==> config.mk <==
export PLATFORM = sky130hd
export DESIGN_NAME = hdmi_config_sequencer
export DESIGN_NICKNAME = d
export VERILOG_FILES = /design/src/rtl/hdmi_config_sequencer.sv
export SDC_FILE = /design/constraint.sdc
export NUM_CORES = 1
export LEC_CHECK = 0
export CORE_ASPECT_RATIO = 0.5
export CORE_MARGIN = 2
export CORE_UTILIZATION = 60
export DETAILED_ROUTE_END_ITERATION = 7
export DONT_BUFFER_PORTS = 1
export PLACE_DENSITY = 0.79
export SETUP_SLACK_MARGIN = 0.02
export SYNTH_ARGS = -nofsm -noshare
export SYNTH_HDL_FRONTEND = slang
export SYNTH_SLANG_ARGS = --single-unit
==> constraint.sdc <==
create_clock -name clock -period 2.95 [get_ports clock]
set_input_delay 0.4425 -clock clock [delete_from_list [all_inputs] [get_ports clock]]
set_output_delay 0.4425 -clock clock [all_outputs]
set_load 0.02 [all_outputs]
==> src/rtl/hdmi_config_sequencer.sv <==
// Steps an ADV7513 register table out of a registered config ROM and hands each word to an I2C write master.
// Retries NACKed writes, stops at an all-zero word, and replays the table after every hot-plug rise.
module hdmi_config_sequencer #(
  parameter int bitLength     = 24,
  parameter int addressWidth  = 4,
  parameter int startupCycles = 10000000,
  parameter int maxRetries    = 3
) (
  input  logic                    clock,
  input  logic                    reset,
  input  logic                    hotPlugDetect,
  output logic [addressWidth-1:0] romAddress,
  input  logic [bitLength-1:0]    romData,
  output logic                    i2cRequest,
  output logic [bitLength-1:0]    i2cWord,
  input  logic                    i2cDone,
  input  logic                    i2cAckError,
  output logic                    configDone,
  output logic                    configError
);

  // state      | meaning
  // STARTUP    | power-up hold-off, HPD ignored
  // FETCH      | ROM address applied, waiting one clock for data
  // CHECK      | terminator test, latch word and raise request
  // WAIT       | request held until the master reports done
  // BACKOFF    | one idle clock before re-requesting the same word
  // DONE       | table written, waiting for hot-plug
  // ERROR      | retries exhausted, waiting for hot-plug
  typedef enum logic [2:0] {
    ST_STARTUP,
    ST_FETCH,
    ST_CHECK,
    ST_WAIT,
    ST_BACKOFF,
    ST_DONE,
    ST_ERROR
  } state_t;

  localparam int DELAY_W = (startupCycles > 1) ? $clog2(startupCycles) : 1;
  localparam int RETRY_W = (maxRetries > 0) ? $clog2(maxRetries + 1) : 1;
  localparam logic [DELAY_W-1:0]      DELAY_LAST = DELAY_W'(startupCycles - 1);
  localparam logic [RETRY_W-1:0]      RETRY_MAX  = RETRY_W'(maxRetries);
  localparam logic [addressWidth-1:0] ADDR_LAST  = '1;

  state_t                  state, state_n;
  logic [DELAY_W-1:0]      delay_cnt, delay_n;
  logic [RETRY_W-1:0]      retry_cnt, retry_n;
  logic                    restart, restart_n;
  logic [addressWidth-1:0] addr_q, addr_n;
  logic [bitLength-1:0]    word_q, word_n;
  logic                    hpd_meta, hpd_sync, hpd_prev, hpd_rise;
  logic                    restart_now;

  always_ff @(posedge clock) begin
    if (reset) begin
      state     <= ST_STARTUP;
      delay_cnt <= '0;
      retry_cnt <= '0;
      restart   <= 1'b0;
      addr_q    <= '0;
      word_q    <= '0;
      hpd_meta  <= 1'b0;
      hpd_sync  <= 1'b0;
      hpd_prev  <= 1'b0;
      hpd_rise  <= 1'b0;
    end else begin
      state     <= state_n;
      delay_cnt <= delay_n;
      retry_cnt <= retry_n;
      restart   <= restart_n;
      addr_q    <= addr_n;
      word_q    <= word_n;
      hpd_meta  <= hotPlugDetect;
      hpd_sync  <= hpd_meta;
      hpd_prev  <= hpd_sync;
      hpd_rise  <= hpd_sync & ~hpd_prev;
    end
  end

  // A rise arriving in the same cycle as a done counts as already pending.
  assign restart_now = restart | hpd_rise;

  always_comb begin
    state_n   = state;
    delay_n   = delay_cnt;
    retry_n   = retry_cnt;
    restart_n = restart;
    addr_n    = addr_q;
    word_n    = word_q;
    case (state)
      ST_STARTUP: begin
        if (delay_cnt == DELAY_LAST) begin
          delay_n = '0;
          addr_n  = '0;
          state_n = ST_FETCH;
        end else begin
          delay_n = delay_cnt + 1'b1;
        end
      end
      ST_FETCH: begin
        restart_n = restart_now;
        state_n   = ST_CHECK;
      end
      ST_CHECK: begin
        if (romData == '0) begin
          if (restart_now) begin
            restart_n = 1'b0;
            addr_n    = '0;
            state_n   = ST_FETCH;
          end else begin
            state_n = ST_DONE;
          end
        end else begin
          restart_n = restart_now;
          word_n    = romData;
          state_n   = ST_WAIT;
        end
      end
      ST_WAIT: begin
        restart_n = restart_now;
        if (i2cDone) begin
          if (!i2cAckError) begin
            retry_n = '0;
            if (restart_now) begin
              restart_n = 1'b0;
              addr_n    = '0;
              state_n   = ST_FETCH;
            end else if (addr_q == ADDR_LAST) begin
              state_n = ST_DONE;
            end else begin
              addr_n  = addr_q + 1'b1;
              state_n = ST_FETCH;
            end
          end else if (retry_cnt < RETRY_MAX) begin
            retry_n = retry_cnt + 1'b1;
            state_n = ST_BACKOFF;
          end else if (restart_now) begin
            // the replay will rewrite this entry anyway, so skip ERROR
            retry_n   = '0;
            restart_n = 1'b0;
            addr_n    = '0;
            state_n   = ST_FETCH;
          end else begin
            state_n = ST_ERROR;
          end
        end
      end
      ST_BACKOFF: begin
        restart_n = restart_now;
        state_n   = ST_WAIT;
      end
      ST_DONE, ST_ERROR: begin
        if (hpd_rise) begin
          retry_n   = '0;
          restart_n = 1'b0;
          addr_n    = '0;
          state_n   = ST_FETCH;
        end
      end
      default: state_n = ST_STARTUP;
    endcase
  end

  always_comb begin
    romAddress  = addr_q;
    i2cWord     = word_q;
    i2cRequest  = (state == ST_WAIT);
    configDone  = (state == ST_DONE);
    configError = (state == ST_ERROR);
  end

endmodule

## Word level (Yosys, flattened, before mapping)

Cells that the tools add are included.

| word-level totals | value |
|---|---|
| word-level logic and storage cells | 81 |
| register bits | 62 |
| output and inout port bits | 31 |

| operators by class | value |
|---|---|
| equality and inequality tests | 16 |
| reduce and logical (&&, ||, !) cells | 12 |
| $add $sub $neg | 3 |
| bitwise gates (word level) | 4 |
| $lt $le $gt $ge | 1 |
| mux-type cells | 35 |

Operator list:

| kind | number |
|---|---|
| 4-bit 2-to-1 mux | 9 |
| 3-bit 2-to-1 mux | 10 |
| 24-bit by 1-bit adder with 24-bit output (second input constant) | 1 |
| 24-bit equality test (second input constant) | 1 |
| 24-bit logical NOT | 1 |
| 24-bit 2-to-1 mux | 1 |
| 3-bit one-hot mux with 6 select lines | 1 |
| 4-bit one-hot mux with 4 select lines | 1 |
| 2-bit 2-to-1 mux | 5 |
| 3-bit equality test (second input constant) | 3 |
| 4-bit nonzero test | 2 |
| 7-bit AND reduction | 1 |
| 3-bit by 2-bit equality test with 1-bit output (second input constant) | 2 |
| 1-bit 2-to-1 mux | 6 |
| 2-bit != test (second input constant) | 3 |
| 3-bit != test (second input constant) | 2 |
| 3-bit AND reduction | 2 |
| 4-bit by 1-bit adder with 4-bit output (second input constant) | 1 |
| 4-bit equality test (second input constant) | 1 |
| 4-bit by 2-bit != test with 1-bit output (second input constant) | 1 |
| 4-bit != test (second input constant) | 1 |
| 1-bit one-hot mux with 4 select lines | 1 |
| 2-bit one-hot mux with 2 select lines | 1 |
| 4-bit AND reduction | 1 |
| 11 further kinds | 13 |

## Longest topological paths before layout

Gate-level depths: netlist (run 1).

| logic depth | value |
|---|---|
| depth in word-level cells | 6 |
| gate-level depth with buffers | 7 |
| mapped depth without buffers | 7 |

## Worst setup path after synthesis (run 1)

OpenSTA, ideal clock, no wires.

| timing path | value |
|---|---|
| path type | reg2reg |
| start | register delay_cnt[0] |
| end | register addr_q[3], in the netlist romAddress[3] |
| arrival time | 2.017 ns |
| library setup time | 0.070 ns |
| path buffers | 0 |
| cell stages (with the launch flop) | 8 |
| required time | 2.880 ns |
| slack | 0.862 ns |
| cells stage by stage | dfxtp_1 ha_1 nand2_1 or4_4 o21ai_2 nand4_2 or4_1 a21oi_1 |

| between the ends | value |
|---|---|
| longest elaborated chain between the ends | 3 |

RTL lines:

| item | line | text |
|---|---|---|
| start: declaration | 47 | `logic [DELAY_W-1:0] delay_cnt, delay_n;` |
| start signal: assignment | 69 | `delay_cnt <= delay_n;` |
| 24-bit equality test | 93 | `if (delay_cnt == DELAY_LAST) begin` |
| 2-bit != test (no source line) | -- |  |
| 7-bit AND reduction (no source line) | -- |  |
| end signal: assignment | 72 | `addr_q <= addr_n;` |
| end: declaration | 50 | `logic [addressWidth-1:0] addr_q, addr_n;` |

Every way passes these cells.
A chain may end at the register's enable or synchronous reset.

## Final worst setup path (run 1)

Same ends and word-level chain as after synthesis.

==> results of run 1 <==
[stage by stage]
stage	hold slack, ps	worst slack [ps]	instances
after detailed placement	381	713	367
after CTS	155	662	383
after global routing	152	445	383
final	171	639	383
after global placement	390	782	367
after floorplan	367	862	318
[cells in the mapped netlist (6+ instances only)]
master,count,area [µm²]
nand2b_1,6,37.5
buf_2,7,35.0
nor2_1,54,203
a21oi_1,18,90.1
nor4_1,6,37.5
or3_1,6,37.5
nand4_1,9,56.3
mux2i_1,24,240
dfxtp_1,62,1240
o21ai_0,14,70.1
nand3_1,7,35.0
nand2_1,24,90.1
xor2_1,15,131
nor2b_1,10,62.6
[power breakdown]
group | switching, mW | internal, mW
clock network | 0.327 | 0.392
logic | 0.0483 | 0.0387
registers | 0.0204 | 0.852
total | 0.396 | 1.28
[kinds of logic after synthesis]
| logic type | synth area share [%] |
|---|---|
| AND/OR/NAND/NOR | 27.6 |
| flip-flops | 44.1 |
| AO/OA/AOI/OAI | 10.1 |
| multiplexers | 8.54 |
| XOR/XNOR | 5.91 |
| buffers and inverters | 2.45 |
| adder cells (fa/ha/maj) | 1.33 |
[layout make-up]
cell class                 instances  area, µm²
multi-input combinational        241       1500
tap                               57       71.3
sequential                        62       1240
inverter                           2       7.51
clock buffer                      11        131
fill                             335       1390
timing repair buffer               5       37.5
clock inverter                     5       60.1
[worst max path at each step]
| stage | endpoint | depth (start not counted) | slack [ps] |
|---|---|---|---|
| after global placement | state[1]$_SDFFE_PP0P_ | 7 | 780 |
| final | romAddress[3]$_SDFFE_PP0P_ | 7 | 640 |
| after detailed placement | romAddress[3]$_SDFFE_PP0P_ | 7 | 710 |
| after global routing | delay_cnt[21]$_SDFFE_PP0N_ | 6 | 440 |
| after CTS | romAddress[3]$_SDFFE_PP0P_ | 7 | 660 |
| after floorplan | romAddress[3]$_SDFFE_PP0P_ | 7 | 860 |
[sequential cells by signal (all words and copies together) (netlist names)]
register    cells
i2cWord        24
hpd_prev        1
delay_cnt      24
hpd_sync        1
restart         1
state           3
retry_cnt       2
hpd_meta        1
romAddress      4
hpd_rise        1
[layer usage]
metal  part of all wire, %  track usage, %  up-vias
li1                      -               -     1127
met1                    46            27.4     1050
met2                    45            37.6       73
met3                   7.4            9.60       12
met4                   1.6            9.13        0
met5                     0               0        -
[worst max-delay path, stage by stage, from the launching register on]
cell and delay (ps):
dfxtp_1 390, ha_1 200, nand2_1 80, or4_4 550, o21ai_2 180, nand4_2 190
or4_1 510, a21oi_1 140
==> results.py, run 1 <==
metrics = {
    "outcome": {
        "status": "finished, final reports clean",
    },
    "clock_network": {
        "cts_resized": 0,
        "clk-insertion-delay-late_ps": 340,
        "clockBufferDepth": 2,
        "cts.sinks": 62,
        "post-cts-setup-buffer-count": 0,
        "tritoncts": "yes",
        "path_clk_slew_ps": 70,
        "htree_levels": 3,
        "cts_root_buf": "clkbuf_8",
        "numCtsBuffers": 9,
        "ctsHoldBuffers": 0,
    },
    "sta": {
        "min_period_ps": 2310,
        "hold_violations": 0,
        "finalCritPeriodShare_pct": 78.3,
        "tightest_slew_ps": 428,
        "fmax_ghz": 0.433,
        "slew_viol_final": 0,
        "skew_ps": 7.23,
        "rsz0062_at_grt": "no",
        "setup-violations-final": 0,
        "setup_tns_ps": 0,
        "slew_headroom_pct": 71.4,
    },
    "placed_design": {
        "place_area_um2": 2860,
        "place.gp.congestion": 0.880,
        "port_buffers": 0,
        "hpwl_um": 3950,
    },
    "die": {
        "row_count": 17,
        "pin_count": 60,
        "die_h_um": 52.4,
        "core_area_um2": 4450,
        "fp.dieArea_um2": 5290,
        "die_w_um": 101,
        "initial_utilization_pct": 63.3,
    },
    "drt": {
        "firstDrtPassIters": 4,
        "viasPerCell": 5.91,
        "num_vias": 2262,
        "first_iter_violations": 84,
        "drt_wl_total_um": 5650,
        "wl_per_cell_um": 14.8,
        "drc": 0,
        "ant_nets": 0,
    },
    "hold_path": {
        "hold_end": "i2cWord[18]$_SDFFE_PP0P_",
        "whs_path_depth": 1,
        "min_path_type": "input pin to register",
        "hold_start": "reset",
    },
    "grt": {
        "grt_max_degree": 42,
        "grt_pass1_vias": 2027,
        "grt_usage_pct": 23.1,
        "gr-total-overflow": 0,
        "grt_antenna_before_repair": 0,
        "grt_pass1_wl_um": 9230,
    },
    "finish": {
        "layout_commonest_cell": "dfxtp_1",
        "nNetsFinal": 353,
        "post-route-util_pct": 68.7,
        "diodes": 0,
        "synthToLayoutAreaGrowth_pct": 8.49,
        "drive_above_1_share_pct": 8.28,
        "final_cell_mix": "dfxtp_1, nor2_1, nand2_1, mux2i_1, a21oi_1",
        "final_area_um2": 3050,
    },
    "synth": {
        "ys_types": 45,
        "ys.flop_type": "dfxtp_1",
        "syn_nets": 350,
        "synth_cells": 318,
        "synth-edff-count": 0,
        "syn_area_per_cell_um2": 8.85,
        "yosysWarnings": 0,
        "ys_seq_area_share_pct": 44.1,
        "synth-seq-cells": 62,
        "async_flop_share_pct": 0,
        "synth_area_um2": 2810,
    },
    "worst_setup_path": {
        "startpoint": "delay_cnt[0]$_SDFFE_PP0N_",
        "crit_required_ps": 3220,
        "crit_path_end_kind": "register",
        "r2r-end": "romAddress[3]$_SDFFE_PP0P_",
        "cp_max_fo": 7,
        "arrival_ps": 2580,
        "r2r-start": "delay_cnt[0]$_SDFFE_PP0N_",
        "ff2ff_setup_slack_ps": 640,
        "worstSetupStartpointType": "register",
        "worstSetupPathType": "register to register",
        "worstRegToRegCells": 7,
    },
    "job": {
        "max-cap-violations": 0,
    },
    "power_and_ir_drop": {
        "ir_worst_vdd_uv": 302,
        "total_power_mw": 1.68,
        "p_leak_nw": 1.25,
        "p_per_area_nw_per_um2": 550,
    },
}
(Power assumes the default switching activity.)
==> run 2: changes to the inputs <==
==> constraint.sdc (replaced) <==
create_clock -name clock -period 2.4 [get_ports clock]
set_input_delay 0.36 -clock clock [delete_from_list [all_inputs] [get_ports clock]]
set_output_delay 0.36 -clock clock [all_outputs]
set_load 0.02 [all_outputs]
==> run 2 against run 1 <==
Clock power increased by 20%; fmax is 2.4% higher; critical endpoint unchanged; utilization rose by 1.0 points; wire length rose by 6.1%; flip-flop and latch count stayed put; setup slack lost 500 ps; sequential power up 23%; register-to-register slack got worse by 500 ps; critical path type unchanged; die area unchanged; final cell count rose by 1.3%; worst hold slack got worse by 87 ps.
==> results.py, run 2 (synthesized netlist as in run 1, its figures left out) <==
metrics = {
    "die": {
        "pin_count": 60,
        "core_area_um2": 4450,
        "row_count": 17,
        "die_h_um": 52.4,
        "die_w_um": 101,
        "fp.dieArea_um2": 5290,
        "initial_utilization_pct": 63.3,
    },
    "worst_setup_path": {
        "cp_slowest_cell": "or4_4",
        "cp_max_fo": 7,
        "worstSetupPathType": "register to register",
        "worstSetupStartpointType": "register",
        "crit_required_ps": 2670,
        "crit_chain": "ha_1 > nand2_1 > or4_4 > o21ai_4 > nand4_4 > or4_1 > a21oi_1",
        "arrival_ps": 2530,
        "critical_path.max_stage_delay_ps": 560,
        "crit_path_end_kind": "register",
    },
    "clock_network": {
        "cts_root_buf": "clkbuf_8",
        "tritoncts": "yes",
        "ctsHoldBuffers": 0,
        "post-cts-setup-buffer-count": 0,
        "clockBufferDepth": 2,
        "numCtsBuffers": 9,
        "path_clk_slew_ps": 60,
        "cts_resized": 0,
        "htree_levels": 3,
        "cts.sinks": 62,
        "clk-insertion-delay-late_ps": 340,
    },
    "placed_design": {
        "place.gp.congestion": 0.841,
        "placed_cells": 372,
        "port_buffers": 0,
        "hpwl_um": 4260,
    },
    "hold_path": {
        "min_path_type": "input pin to register",
    },
    "sta": {
        "skew_ps": 6.39,
        "rsz0062_at_grt": "no",
        "setup_tns_ps": 0,
        "setup-violations-final": 0,
        "slew_viol_final": 0,
        "hold_violations": 0,
        "fmax_ghz": 0.443,
        "slew_headroom_pct": 72.8,
        "finalCritPeriodShare_pct": 94.0,
        "tightest_slew_ps": 407,
        "min_period_ps": 2260,
    },
    "power_and_ir_drop": {
        "power_switching_uw": 474,
        "ir_worst_vdd_uv": 470,
        "p_int_mw": 1.58,
        "p_per_area_nw_per_um2": 661,
        "switching_share_pct": 23.1,
        "comb_power_share_pct": 5.7,
        "total_power_mw": 2.05,
        "p_leak_nw": 1.27,
        "power_frac_seq_pct": 52.2,
        "clock_power_share_pct": 42.1,
    },
    "grt": {
        "gr-total-overflow": 0,
        "grt_antenna_before_repair": 0,
        "grt_usage_pct": 25.1,
        "grt_pass1_vias": 2262,
        "grt_pass1_wl_um": 9870,
        "grt_max_degree": 42,
    },
    "outcome": {
        "status": "finished, final reports clean",
    },
    "drt": {
        "drt_wl_total_um": 5990,
        "firstDrtPassIters": 4,
        "wl_per_cell_um": 15.4,
        "ant_nets": 0,
        "first_iter_violations": 114,
        "drc": 0,
        "num_vias": 2311,
        "viasPerCell": 5.96,
    },
    "finish": {
        "synthToLayoutAreaGrowth_pct": 10.1,
        "diodes": 0,
        "fillers": 339,
        "final_cell_mix": "dfxtp_1, nor2_1, nand2_1, mux2i_1, a21oi_1",
        "drive_above_1_share_pct": 9.67,
        "nNetsFinal": 358,
        "fin_cells": 388,
        "layout_commonest_cell": "dfxtp_1",
    },
    "job": {
        "max-cap-violations": 0,
    },
}
## run 2: path summary, 6_finish.rpt
check,end,from,cells past startpoint,slack (ps)
hold / removal,state[2]$_SDFFE_PP0P_,reset,1,80
setup / recovery,romAddress[3]$_SDFFE_PP0P_,delay_cnt[1]$_SDFFE_PP0N_,7,140
hold reg to reg,hpd_rise$_SDFF_PP0_,hpd_prev$_SDFF_PP0_,1,390
setup reg to reg,romAddress[3]$_SDFFE_PP0P_,delay_cnt[1]$_SDFFE_PP0N_,7,140
## run 2: layer usage
layer / up-vias / wire length, µm / track usage, %
li1: 1136 / - / -
met1: 1086 / 2580 / 28.1
met2: 82 / 2850 / 42.4
met3: 7 / 483 / 10.7
met4: 0 / 72 / 11.0
met5: - / 0 / 0
## run 2: worst max-delay path, delay by kind of cell (launching register included)
kind                       cells  cell delay [ps]
AOI/OAI and AO/OA              2              340
adders and majority gates      1              220
DFF                            1              370
and+or+nand+nor                4             1270
## run 2: layout make-up
type	instances	area [µm²]	share of cell area, %
timing repair buffer	10	75.1	2.42
sequential	62	1240	40.1
multi-input combinational	241	1520	49.1
clock inverter	4	47.5	1.53
inverter	2	7.51	0.242
clock buffer	12	135	4.36
tap	57	71.3	2.30
## run 2: power by group through the flow
stage / Sequential (mW) / Clock [mW] / Combinational [mW]
floorplan: 1.08 / 0 / 0.103
global placement: 1.09 / 0 / 0.104
detailed placement: 1.09 / 0 / 0.108
CTS: 1.07 / 0.880 / 0.110
global route: 1.07 / 0.915 / 0.128
finish: 1.07 / 0.862 / 0.117
## run 2: per-stage QoR
| stage | area [µm²] | setup slack (ps) | hold WS, ps | utilization (%) |
|---|---|---|---|---|
| 6_report | 3100 | 143 | 83.7 | 69.7 |
| 5_1_grt | 3100 | 23.5 | 66.2 | 69.7 |
| 4_1_cts | 3080 | 124 | 66.4 | 69.3 |
| 3_5_place_dp | 2900 | 174 | 377 | 65.2 |
| 3_3_place_gp | 2900 | 232 | 377 | 65.2 |
| 2_1_floorplan | 2810 | 312 | 367 | - |
==> run 3: changes to the inputs <==
--- a/config.mk
+++ b/config.mk
@@ -5,6 +5,7 @@
 export SDC_FILE = /design/constraint.sdc
 export NUM_CORES = 1
 export LEC_CHECK = 0
+export ABC_CLOCK_PERIOD_IN_PS = 2400
 export CORE_ASPECT_RATIO = 0.5
 export CORE_MARGIN = 2
 export CORE_UTILIZATION = 60
@@ -12,6 +13,7 @@
 export DONT_BUFFER_PORTS = 1
 export PLACE_DENSITY = 0.79
 export SETUP_SLACK_MARGIN = 0.02
+export SKIP_CTS_REPAIR_TIMING = 1
 export SYNTH_ARGS = -nofsm -noshare
 export SYNTH_HDL_FRONTEND = slang
 export SYNTH_SLANG_ARGS = --single-unit
==> results of run 3 <==
Same layout as run 2: the final DEF is identical, and so are final timing and power.
